### src/rtl/matmul_pkg.sv
// Shared constants for the matrix-multiplier datapath and its result drain stage.
package matmul_pkg;

    localparam int unsigned ELEMS = 16;
    localparam int unsigned DW    = 32;
    localparam int unsigned IDX_W = $clog2(ELEMS);
    localparam int unsigned IN_W  = 8;

    // Occupancy encodings of the two-slot drain buffer.
    localparam logic [1:0] CNT_EMPTY = 2'd0;
    localparam logic [1:0] CNT_ONE   = 2'd1;
    localparam logic [1:0] CNT_FULL  = 2'd2;

endpackage

### src/rtl/matmul_drain.sv
// Result drain: captures 512-bit multiplier vectors into a ping-pong buffer and
// streams them out as 16 sequential 32-bit words over valid/ready.
module matmul_drain
    import matmul_pkg::*;
(
    input  logic                  clk_i,
    input  logic                  rst_i,
    input  logic                  vld_i,
    input  logic [ELEMS*DW-1:0]   matmul_i,
    output logic [DW-1:0]         dout_o,
    output logic                  dout_vld_o,
    input  logic                  dout_rdy_i,
    output logic [IDX_W-1:0]      dout_idx_o,
    output logic                  dout_last_o,
    output logic                  full_o,
    output logic                  ovf_o,
    input  logic                  ovf_clr_i
);

    localparam logic [IDX_W-1:0] LAST_IDX = IDX_W'(ELEMS - 1);

    logic [ELEMS*DW-1:0] slot [2];
    logic                wr_ptr;
    logic                rd_ptr;
    logic [1:0]          count;
    logic [1:0]          count_nxt;
    logic [IDX_W-1:0]    idx;
    logic                ovf;

    logic beat;
    logic frame_end;
    logic cap;
    logic drop;

    always_comb begin
        beat      = (count != CNT_EMPTY) && dout_rdy_i;
        frame_end = beat && (idx == LAST_IDX);
        // A full buffer can still accept when its head frame completes this cycle.
        cap       = vld_i && ((count != CNT_FULL) || frame_end);
        drop      = vld_i && (count == CNT_FULL) && !frame_end;
    end

    always_comb begin
        count_nxt = count;
        case (count)
            CNT_EMPTY: if (cap) count_nxt = CNT_ONE;
            CNT_ONE: begin
                if (cap && !frame_end)      count_nxt = CNT_FULL;
                else if (frame_end && !cap) count_nxt = CNT_EMPTY;
            end
            CNT_FULL:  if (frame_end && !cap) count_nxt = CNT_ONE;
            default:   count_nxt = CNT_EMPTY;
        endcase
    end

    always_ff @(posedge clk_i) begin
        if (rst_i) begin
            slot[0] <= '0;
            slot[1] <= '0;
            wr_ptr  <= 1'b0;
            rd_ptr  <= 1'b0;
            count   <= CNT_EMPTY;
            idx     <= '0;
            ovf     <= 1'b0;
        end else begin
            // When FULL with a coincident frame end, wr_ptr equals rd_ptr, so the
            // new vector lands in the slot being released.
            if (cap) begin
                slot[wr_ptr] <= matmul_i;
                wr_ptr       <= ~wr_ptr;
            end
            if (frame_end) begin
                idx    <= '0;
                rd_ptr <= ~rd_ptr;
            end else if (beat) begin
                idx <= idx + 1'b1;
            end
            count <= count_nxt;
            if (drop)           ovf <= 1'b1;
            else if (ovf_clr_i) ovf <= 1'b0;
        end
    end

    assign dout_o      = slot[rd_ptr][idx*DW +: DW];
    assign dout_vld_o  = (count != CNT_EMPTY);
    assign dout_idx_o  = idx;
    assign dout_last_o = dout_vld_o && (idx == LAST_IDX);
    assign full_o      = (count == CNT_FULL);
    assign ovf_o       = ovf;

endmodule

### config.mk
export PLATFORM = sky130hd
export DESIGN_NAME = matmul_drain
export DESIGN_NICKNAME = d
export VERILOG_FILES = /design/src/rtl/matmul_pkg.sv /design/src/rtl/matmul_drain.sv
export SDC_FILE = /design/constraint.sdc
export NUM_CORES = 1
export LEC_CHECK = 0
export BUFFER_PORTS_ARGS = -buffer_cell sky130_fd_sc_hd__buf_4
export CAP_MARGIN = 25
export CORE_MARGIN = 4
export CORE_UTILIZATION = 44
export DETAILED_ROUTE_END_ITERATION = 10
export MAX_ROUTING_LAYER = met4
export PLACE_DENSITY_LB_ADDON = 0.25
export SETUP_SLACK_MARGIN = 0.1
export SLEW_MARGIN = 10
export SYNTH_ARGS = -nofsm -noshare
export SYNTH_HDL_FRONTEND = slang
export SYNTH_SLANG_ARGS = --single-unit
### constraint.sdc
create_clock -name clk_i -period 33 [get_ports clk_i]
set_input_delay 1.65 -clock clk_i [delete_from_list [all_inputs] [get_ports clk_i]]
set_output_delay 1.65 -clock clk_i [all_outputs]
set_load 0.02 [all_outputs]
==> metrics <==
startpoint class of the critical path=flip-flop; maximum root-to-sink buffer count=3; Root Buffer Master=sky130_fd_sc_hd__clkbuf_16; share of the synthesized area in the top cell type=66.3%; cell count after synthesis=roughly 3000; clock tree from TritonCTS=built; final-layout setup total negative slack=0 ps; overall routed net length=about 140000 µm; post-synth top area cell=sky130_fd_sc_hd__edfxtp_1; antenna violations before repair=49; proportion of layout cells with a drive suffix above 1=about a quarter; number of DRC markers in iteration 0=slightly below 3000; Hold Crit Class=reg2reg; core region area=104000 µm²; actual transition at the worst max-transition pin=1260 ps; last weighted congestion value of the routability-driven placer=around 0.79; share of the cycle needed by the critical path after routing=22.6%; Tot GR Track Use=25.4%; Critical Path Fanout Max=94; pin count of the biggest net entering global routing=~250; syn avg cell area=15.3 µm²; share of the yosys chip area belonging to registers=between 60 and 70%; final hold violations=0; detailed-route wire length per cell=~28 µm; areal power density over the cells=roughly 56 nW/µm²; final clock skew=21.2 ps; number of warnings printed during yosys synthesis=0; number of synthesized flops with an enable pin=between 1000 and 1500; post-cts resize count=0; headroom to the max-slew limit=between 10% and 20%; final count of pins violating max slew=0; outcome=complete, no violations; detailed placement HPWL=93600 µm; number of primary I/O pins=~560; wire length of the first global-routing pass=196000 µm; Max VDD drop=0.0413 mV; H-tree levels=3; setup fix buffers added after clock tree synthesis=0; standard-cell rows=118; initial standard-cell utilization of the core=between 40 and 50%; maximum clock rate=0.134 GHz; ratio of routed vias to standard cells=~5.5; count of cell types in the netlist=40; Layout Nets=4067; length of the first detailed-routing pass in iterations=7; net count after synthesis=~3600; static leakage=0.0203 µW; clock insertion delay at the later pin of the skew report=690 ps; DRC violations left=0; worst endpoint data arrival time=approximately 5800 ps; port bufs=556; number of buffers inserted during clock tree synthesis=about 110; Seq cells post-synth=between 1000 and 1500; number of buffers inserted for hold repair after clock tree synthesis=0; data required time at the worst endpoint=31350 ps; CTS Sinks=1034; Post-synth top flop=sky130_fd_sc_hd__edfxtp_1; RSZ-0062 raised after global routing=false; time the final worst path needs with I/O delays and setup=approximately 7500 ps; Synth area leaders=sky130_fd_sc_hd__edfxtp_1 (66%), sky130_fd_sc_hd__and2_1 (14%), sky130_fd_sc_hd__mux4_2 (6.2%); final number of setup-violating endpoints=0; Area growth, synth to finish=19.6%; number of inserted filler cells in the final layout=between 8000 and 9000; count of antenna-violating nets left after detailed routing=0; Worst Path Class, Setup=reg2out; DR vias=27700; final core utilization=53.3%; cell area after technology mapping=46400 µm²; leftover overflow at the end of global routing=0; Synth top cells by count=sky130_fd_sc_hd__and2_1 (1024), sky130_fd_sc_hd__edfxtp_1 (1024), sky130_fd_sc_hd__mux2i_1 (258), sky130_fd_sc_hd__mux4_2 (128), sky130_fd_sc_hd__clkbuf_1 (116); Die H=333 µm; Max-cap violations=0; clk slew on worst S/H paths=about 60 ps; Die Outline Area=111000 µm²; vias in the first global route=~27000; overall die width=roughly 330 µm; element type at the critical path end=primary output; fraction of registers with async set/reset=0%
[path summary, 6_finish.rpt]
| check | startpoint | endpoint | slack, ps | cells past startpoint |
|---|---|---|---|---|
| setup / recovery | flip-flop | dout_o[16] | 25530 | 8 |
| hold / removal | rd_ptr$_SDFFE_PP0P_ | rd_ptr$_SDFFE_PP0P_ | 530 | 2 |
| setup reg to reg | dout_idx_o[0]$_SDFFE_PP0P_ | slot[0][255]$_SDFFCE_PN0P_ | 27010 | 8 |
| hold reg to reg | rd_ptr$_SDFFE_PP0P_ | rd_ptr$_SDFFE_PP0P_ | 530 | 2 |
[critical path, cell delays in order (launching register included)]
cell	delay (ps)
sky130_fd_sc_hd__dfxtp_4	990
sky130_fd_sc_hd__buf_12	630
sky130_fd_sc_hd__buf_4	790
sky130_fd_sc_hd__buf_4	670
sky130_fd_sc_hd__mux2i_1	250
sky130_fd_sc_hd__nor2_1	60
sky130_fd_sc_hd__a2111oi_1	890
sky130_fd_sc_hd__a22oi_1	350
sky130_fd_sc_hd__buf_4	260
[placed cells by master, fill, tap and decap left out, types with 2 or more instances in the layout]
cell type	n
sky130_fd_sc_hd__clkbuf_1	29
sky130_fd_sc_hd__mux2i_1	258
sky130_fd_sc_hd__buf_12	7
sky130_fd_sc_hd__buf_4	613
sky130_fd_sc_hd__clkbuf_8	5
sky130_fd_sc_hd__edfxtp_1	1024
sky130_fd_sc_hd__clkbuf_16	111
sky130_fd_sc_hd__o21ai_0	65
sky130_fd_sc_hd__ha_1	2
sky130_fd_sc_hd__o221ai_1	32
sky130_fd_sc_hd__a221oi_1	64
sky130_fd_sc_hd__diode_2	47
sky130_fd_sc_hd__clkinv_1	20
sky130_fd_sc_hd__nor2b_4	2
sky130_fd_sc_hd__bufinv_16	10
sky130_fd_sc_hd__a2111oi_2	7
sky130_fd_sc_hd__clkinv_2	17
sky130_fd_sc_hd__mux4_2	128
sky130_fd_sc_hd__and2_1	1024
sky130_fd_sc_hd__a2111oi_1	11
sky130_fd_sc_hd__a2111oi_0	14
sky130_fd_sc_hd__nor3_1	3
sky130_fd_sc_hd__clkinvlp_4	3
sky130_fd_sc_hd__nor2_1	73
sky130_fd_sc_hd__xnor2_1	4
sky130_fd_sc_hd__buf_2	2
sky130_fd_sc_hd__inv_6	2
sky130_fd_sc_hd__buf_16	2
sky130_fd_sc_hd__dfxtp_4	3
sky130_fd_sc_hd__a22oi_1	32
sky130_fd_sc_hd__a21oi_1	33
sky130_fd_sc_hd__dfxtp_1	6
sky130_fd_sc_hd__inv_1	5
[where the power goes]
part           switching, µW  leakage (µW)  internal [µW]
registers               26.3        0.0109           1560
logic                    183       0.00771            125
clock network            500       0.00169            702
total                    709        0.0203           2380
[stage by stage]
step | std cells | worst slack (ps) | instance area (µm²) | power [µW] | hold WS, ps
final | 5061 | 25530 | 55500 | 3090 | 532
after global routing | 5057 | 25240 | 55400 | 3190 | 563
after CTS | 5012 | 25470 | 55300 | 3110 | 533
after detailed placement | 4815 | 26210 | 51800 | 1920 | 502
after global placement | 4805 | 25760 | 51700 | 1910 | 497
after floorplan | 3039 | 6120 | 46400 | 1800 | 481
[cell type report]
class | instances | area, µm² | area share, %
sequential | 1034 | 31000 | 55.8
multi-input combinational | 1772 | 14400 | 25.9
timing repair buffer | 625 | 4810 | 8.68
clock buffer | 145 | 2960 | 5.33
tap | 1380 | 1730 | 3.11
clock inverter | 52 | 500 | 0.903
antenna | 47 | 118 | 0.212
inverter | 6 | 22.5 | 0.0406
[state kept, by name, indices dropped and copies added, names as in the netlist, named ones only]
register / flops
dout_idx_o: 4
count: 2
slot: 1024
ovf_o: 1
rd_ptr: 1
wr_ptr: 1
[cells by family (layout without fill, tap and decap cells)]
logic type	Yosys count	in the layout	synth area share [%]
AOI/OAI and AO/OA	264	264	4.10
xor gates and xnor gates	5	5	0.0944
adders and majority gates	2	2	0.0540
buffers and inverters	233	828	2.52
DFF	1034	1034	66.7
muxes	386	386	11.8
other	0	47	0
and+or+nand+nor	1115	1115	14.7
[metal layers]
| metal | global-route usage [%] | vias to the layer above | share of wire (%) |
|---|---|---|---|
| li1 | - | 12400 | - |
| met1 | 32.7 | 14000 | 40 |
| met2 | 39.4 | 1102 | 49 |
| met3 | 6.75 | 171 | 9.0 |
| met4 | 8.38 | 0 | 2.5 |
| met5 | - | - | 0 |
Note: power is estimated with default switching activity, not from simulation.
